**src/rtl/lsu_store_ctrl_if.sv**
```systemverilog
// rtl/lsu_store_ctrl_if.sv - store request and bus write signals for lsu_store_ctrl
interface lsu_store_ctrl_if #(
  parameter int XLEN   = 32,
  parameter int ADDR_W = 32
);
  localparam int NB = XLEN / 8;

  logic              i_valid;
  logic              o_ready;
  logic [2:0]        i_funct3;
  logic [ADDR_W-1:0] i_addr;
  logic [XLEN-1:0]   i_data;
  logic              o_bus_req;
  logic              i_bus_ack;
  logic [ADDR_W-1:0] o_bus_addr;
  logic [XLEN-1:0]   o_bus_wdata;
  logic [NB-1:0]     o_bus_be;
  logic              o_done;
  logic              o_trap;
  logic              o_trap_cause;
  logic [ADDR_W-1:0] o_trap_addr;

  // The store controller's view.
  modport slave (
    input  i_valid, i_funct3, i_addr, i_data, i_bus_ack,
    output o_ready, o_bus_req, o_bus_addr, o_bus_wdata, o_bus_be,
           o_done, o_trap, o_trap_cause, o_trap_addr
  );

  modport master (
    output i_valid, i_funct3, i_addr, i_data, i_bus_ack,
    input  o_ready, o_bus_req, o_bus_addr, o_bus_wdata, o_bus_be,
           o_done, o_trap, o_trap_cause, o_trap_addr
  );
endinterface

```
**src/rtl/lsu_store_ctrl.sv**
```systemverilog
// rtl/lsu_store_ctrl.sv - store unit: lane placement, misaligned split/trap, bus write beats
module lsu_store_ctrl #(
  parameter int XLEN             = 32,
  parameter int ADDR_W           = 32,
  parameter bit SPLIT_MISALIGNED = 1'b1
) (
  input logic             i_clk,
  input logic             i_rst,
  lsu_store_ctrl_if.slave bus
);
  localparam int NB   = XLEN / 8;
  localparam int OFFW = $clog2(NB);

  typedef enum logic [2:0] {IDLE, BEAT0, BEAT1, DONE, TRAP} state_t;

  state_t            state;
  logic [NB-1:0]     be_hi;
  logic [XLEN-1:0]   wd_hi;
  logic [ADDR_W-1:0] addr_hi;

  logic [OFFW-1:0]   off;
  logic [NB-1:0]     size_mask;
  logic [XLEN-1:0]   data_masked;
  logic [2*NB-1:0]   be_wide;
  logic [2*XLEN-1:0] wd_wide;
  logic [4:0]        span;
  logic              misaligned;
  logic              illegal;
  logic [ADDR_W-1:0] base_addr;

  // The request is fully decoded at acceptance; both beats are captured from this.
  always_comb begin
    off         = bus.i_addr[OFFW-1:0];
    size_mask   = '0;
    data_masked = '0;
    for (int i = 0; i < NB; i++) begin
      size_mask[i]         = (i < (1 << bus.i_funct3[1:0]));
      data_masked[8*i +: 8] = size_mask[i] ? bus.i_data[8*i +: 8] : 8'h00;
    end
    be_wide    = {{NB{1'b0}}, size_mask} << off;
    wd_wide    = {{XLEN{1'b0}}, data_masked} << {off, 3'b000};
    span       = 5'(off) + (5'd1 << bus.i_funct3[1:0]);
    misaligned = span > 5'(NB);
    illegal    = bus.i_funct3[2] | ((XLEN == 32) && (bus.i_funct3[1:0] == 2'b11));
    base_addr  = {bus.i_addr[ADDR_W-1:OFFW], {OFFW{1'b0}}};
  end

  always_ff @(posedge i_clk) begin
    if (i_rst) begin
      state            <= IDLE;
      be_hi            <= '0;
      wd_hi            <= '0;
      addr_hi          <= '0;
      bus.o_ready      <= 1'b1;
      bus.o_bus_req    <= 1'b0;
      bus.o_bus_addr   <= '0;
      bus.o_bus_wdata  <= '0;
      bus.o_bus_be     <= '0;
      bus.o_done       <= 1'b0;
      bus.o_trap       <= 1'b0;
      bus.o_trap_cause <= 1'b0;
      bus.o_trap_addr  <= '0;
    end else begin
      bus.o_done <= 1'b0;
      bus.o_trap <= 1'b0;
      case (state)
        IDLE: begin
          if (bus.i_valid) begin
            bus.o_ready <= 1'b0;
            if (illegal || (misaligned && !SPLIT_MISALIGNED)) begin
              state            <= TRAP;
              bus.o_trap       <= 1'b1;
              bus.o_trap_cause <= illegal;
              bus.o_trap_addr  <= bus.i_addr;
            end else begin
              state           <= BEAT0;
              bus.o_bus_req   <= 1'b1;
              bus.o_bus_addr  <= base_addr;
              bus.o_bus_be    <= be_wide[NB-1:0];
              bus.o_bus_wdata <= wd_wide[XLEN-1:0];
              be_hi           <= be_wide[2*NB-1:NB];
              wd_hi           <= wd_wide[2*XLEN-1:XLEN];
              addr_hi         <= base_addr + ADDR_W'(NB);
            end
          end
        end
        BEAT0: begin
          if (bus.i_bus_ack) begin
            if (be_hi != '0) begin
              state           <= BEAT1;
              bus.o_bus_addr  <= addr_hi;
              bus.o_bus_be    <= be_hi;
              bus.o_bus_wdata <= wd_hi;
            end else begin
              state           <= DONE;
              bus.o_done      <= 1'b1;
              bus.o_bus_req   <= 1'b0;
              bus.o_bus_addr  <= '0;
              bus.o_bus_be    <= '0;
              bus.o_bus_wdata <= '0;
            end
          end
        end
        BEAT1: begin
          if (bus.i_bus_ack) begin
            state           <= DONE;
            bus.o_done      <= 1'b1;
            bus.o_bus_req   <= 1'b0;
            bus.o_bus_addr  <= '0;
            bus.o_bus_be    <= '0;
            bus.o_bus_wdata <= '0;
          end
        end
        DONE: begin
          state       <= IDLE;
          bus.o_ready <= 1'b1;
        end
        TRAP: begin
          state            <= IDLE;
          bus.o_ready      <= 1'b1;
          bus.o_trap_cause <= 1'b0;
          bus.o_trap_addr  <= '0;
        end
        default: begin
          state       <= IDLE;
          bus.o_ready <= 1'b1;
        end
      endcase
    end
  end
endmodule

```
**src/flat_wrapper.sv**
```systemverilog
// flat-port wrapper written by rule: the top's interface ports become plain ports
module lsu_store_ctrl_flat 
#(
  parameter int XLEN             = 32,
  parameter int ADDR_W           = 32,
  parameter bit SPLIT_MISALIGNED = 1'b1
)
  (i_clk, i_rst, bus_i_valid, bus_i_funct3, bus_i_addr, bus_i_data, bus_i_bus_ack, bus_o_ready, bus_o_bus_req, bus_o_bus_addr, bus_o_bus_wdata, bus_o_bus_be, bus_o_done, bus_o_trap, bus_o_trap_cause, bus_o_trap_addr);
  lsu_store_ctrl_if #(.XLEN(XLEN), .ADDR_W(ADDR_W)) bus_i ();
  input logic i_clk;
  input logic i_rst;
  input wire logic [$bits(bus_i.i_valid)-1:0] bus_i_valid;
  input wire logic [$bits(bus_i.i_funct3)-1:0] bus_i_funct3;
  input wire logic [$bits(bus_i.i_addr)-1:0] bus_i_addr;
  input wire logic [$bits(bus_i.i_data)-1:0] bus_i_data;
  input wire logic [$bits(bus_i.i_bus_ack)-1:0] bus_i_bus_ack;
  output wire logic [$bits(bus_i.o_ready)-1:0] bus_o_ready;
  output wire logic [$bits(bus_i.o_bus_req)-1:0] bus_o_bus_req;
  output wire logic [$bits(bus_i.o_bus_addr)-1:0] bus_o_bus_addr;
  output wire logic [$bits(bus_i.o_bus_wdata)-1:0] bus_o_bus_wdata;
  output wire logic [$bits(bus_i.o_bus_be)-1:0] bus_o_bus_be;
  output wire logic [$bits(bus_i.o_done)-1:0] bus_o_done;
  output wire logic [$bits(bus_i.o_trap)-1:0] bus_o_trap;
  output wire logic [$bits(bus_i.o_trap_cause)-1:0] bus_o_trap_cause;
  output wire logic [$bits(bus_i.o_trap_addr)-1:0] bus_o_trap_addr;
  assign bus_i.i_valid = bus_i_valid;
  assign bus_i.i_funct3 = bus_i_funct3;
  assign bus_i.i_addr = bus_i_addr;
  assign bus_i.i_data = bus_i_data;
  assign bus_i.i_bus_ack = bus_i_bus_ack;
  assign bus_o_ready = bus_i.o_ready;
  assign bus_o_bus_req = bus_i.o_bus_req;
  assign bus_o_bus_addr = bus_i.o_bus_addr;
  assign bus_o_bus_wdata = bus_i.o_bus_wdata;
  assign bus_o_bus_be = bus_i.o_bus_be;
  assign bus_o_done = bus_i.o_done;
  assign bus_o_trap = bus_i.o_trap;
  assign bus_o_trap_cause = bus_i.o_trap_cause;
  assign bus_o_trap_addr = bus_i.o_trap_addr;
  lsu_store_ctrl #(.XLEN(XLEN), .ADDR_W(ADDR_W), .SPLIT_MISALIGNED(SPLIT_MISALIGNED)) u_core (.i_clk(i_clk), .i_rst(i_rst), .bus(bus_i));
endmodule
```
**config.mk**
```make
export PLATFORM = sky130hd
export DESIGN_NAME = lsu_store_ctrl_flat
export DESIGN_NICKNAME = d
export VERILOG_FILES = /design/src/rtl/lsu_store_ctrl_if.sv /design/src/rtl/lsu_store_ctrl.sv /design/src/flat_wrapper.sv
export SDC_FILE = /design/constraint.sdc
export NUM_CORES = 1
export LEC_CHECK = 0
export CAP_MARGIN = 20
export CORE_UTILIZATION = 50
export CTS_CLUSTER_SIZE = 12
export DETAILED_ROUTE_END_ITERATION = 8
export PLACE_DENSITY = 0.83
export SLEW_MARGIN = 5
export SYNTH_ARGS = -nofsm -noshare
export SYNTH_HDL_FRONTEND = slang
export SYNTH_SLANG_ARGS = --single-unit
```
**constraint.sdc**
```tcl
create_clock -name i_clk -period 5.9 [get_ports i_clk]
set_input_delay 0.59 -clock i_clk [delete_from_list [all_inputs] [get_ports i_clk]]
set_output_delay 0.59 -clock i_clk [all_outputs]
set_load 0.005 [all_outputs]
```
==> metrics.cfg <==
[sta]
setup_tns_ns=0
whs_ns=0.460
maxSlewHeadroom_pct=34.1
fin_crit_ns=3.31
rsz0062_at_grt=false
hold_violations=0
setup_viol=0
slew_viol_final=0
finalClockSkew_ns=0.00722
fmax_mhz=302
min_period_over_period_pct=56.1
worst_slew_pin_slew_ns=0.986

[clocking]
cts_htree_levels=4
root_buffer=clkbuf_16
cts_setup_buffers=0
tritoncts=yes
cts_buffers=17
cts_sinks=163
path_clk_slew_ns=0.06
cts_buffer_depth=2
cts_resized=0
holdBufCountCts=0
clock_latency_ns=0.43

[die]
rows=43
fp.coreArea_sq_um=13900
fp.dieW_um=121
fp.dieArea_sq_um=14700
ioPinCount=176
die_h_um=121
initial_core_util_pct=51.2

[yosys]
syn_inst=804
ys_seq_area_share_pct=45.9
yosys_register_bits=163
yosys.area.top_type=dfxtp_1
async_reset_ff_share_pct=0
synthTopCellsByArea=dfxtp_1 46%, a221oi_1 6.8%, nor2_1 5.0%
synth_area_sq_um=7110
avgSynthCellArea_sq_um=8.85
synth_top_cell_area_share_pct=45.9
synth_warnings=0
ys.flop_type=dfxtp_1
synth.distinct_cells=54
synth_edf_count=0

[global_routing]
grt_pass1_wl_um=33900
grt_max_degree=74
gr-total-overflow=0
grt_usage_pct=29.6
antenna_found_initial=1
grt_pass1_vias=6585

[routing]
routed.top_layer=met4
met1_length_um=9290
ant_nets=0
met3_length_um=1920
met2_length_um=9560
viasPerCell=6.29
first_iter_violations=830
drc=0
dr.pass1.iters=6
vias=7054
routedWlPerCell_um=19.1
drt_wl_total_um=21500

[finish]
stdcell_count=1122
drive_gt1_share_pct=6.06
syn2layout_area_growth_pct=33.6
mostFrequentLayoutCell=clkdlybuf4s50_1
num-nets-final=1000
layout_common_cells=172 x clkdlybuf4s50_1, 163 x dfxtp_1, 95 x nor2_1

[setup_path]
cpMaxStageDelayCell=clkdlybuf4s50_1
cp_max_fo=27
cp-start-kind=input port
critPathArrivalTime_ns=3.58
cp_cell_sequence=clkdlybuf4s50_1 > a21oi_1 > nand2_1 > a221oi_1 > nor3_1
path_buf_inv=1
path_delay_family=compound AO/OA/AOI/OAI gates
max_stage_delay_ns=0.81
required_ns=6.17
worstSetupPathType=input port to register
end_kind=register

[pwr]
p_per_area_nw_per_um2=316
leakagePower_nw=3.32
peakVddDrop_uv=179
total_power_mw=3.00

[placement]
gp_congestion=0.952
dp_cells=1089
portBuffers=173
dp_hpwl_um=14000

[run]
max_cap_violations=0

[outcome]
status=finished, final reports clean

[hold_path]
hp-class=register to register

[metal layers]
metal / global-route usage (%) / vias to the layer above
li1: - / 3279
met1: 40.2 / 3338
met2: 43.9 / 387
met3: 6.20 / 50
met4: 15.4 / 0
met5: 0 / -
[where the power goes]
group          leakage [nW]  switching, mW  internal (mW)
Clock                 0.301          0.466          0.713
Combinational          1.68          0.295          0.277
Sequential             1.33         0.0568           1.20
[cell families (layout without fill, tap and decap cells)]
kind of cell    count (synthesis)  after routing  share of synthesized area (%)
compound gates                265            265                           27.1
simple gates                  254            254                           17.5
flops                         163            163                           45.9
buf+inv                        88            224                           5.12
mux                            17             17                           2.41
xor+xnor                       15             15                           1.85
fa+ha+maj                       1              1                          0.176
other cells                     1              3                         0.0527
[final timing paths]
check	slack, ns	cells after the start	to	start
setup / recovery	2.59	5	u_core.wd_hi[4]	bus_i_funct3[1]
hold / removal	0.46	2	u_core.wd_hi[12]	u_core.wd_hi[12]
setup reg to reg	3.08	5	u_core.addr_hi[22]	u_core.state[1]
hold reg to reg	0.46	2	u_core.wd_hi[12]	u_core.wd_hi[12]
[synthesized netlist by cell type (13+ instances only)]
library cell    n
clkbuf_1       56
a21oi_1        39
nand2_1        36
a22oi_1        16
nor2_1         95
mux2i_1        16
nand3_1        21
o21ai_0        51
a311oi_1       13
a211oi_1       18
a22o_1         32
nor3_1         43
buf_2          17
dfxtp_1       163
a221oi_1       55
[area by class of cell]
cell class                 count  area (sq um)
antenna                        1          2.50
clock buffer                  17           425
clock inverter                15           208
fill                        1083          4380
inverter                       7          26.3
multi-input combinational    554          3530
sequential                   163          3260
tap                          180           225
timing repair buffer         185          1820
[state kept, by name (all words and copies together) (netlist names)]
| register | cells |
|---|---|
| u_core.bus.o_trap_cause | 1 |
| u_core.bus.o_bus_req | 1 |
| u_core.bus.o_bus_wdata | 32 |
| u_core.bus.o_bus_addr | 30 |
| u_core.bus.o_trap_addr | 32 |
| u_core.addr_hi | 30 |
| u_core.bus.o_bus_be | 4 |
| u_core.bus.o_ready | 1 |
| u_core.wd_hi | 24 |
| u_core.bus.o_done | 1 |
| u_core.be_hi | 3 |
| u_core.bus.o_trap | 1 |
| u_core.state | 3 |
[per-stage QoR]
step	util [%]	area, sq um	setup slack (ns)
3_3_place_gp	63.9	8870	2.34
2_1_floorplan	-	7120	3.69
6_report	68.5	9500	2.59
3_5_place_dp	63.9	8870	2.24
5_1_grt	68.4	9500	2.33
4_1_cts	68.4	9500	2.69
[tightest hold or removal path: stages (launching register included)]
cell,delay [ns]
dfxtp_1,0.31
nand2_1,0.05
a21oi_1,0.05
(Power assumes the default switching activity.)
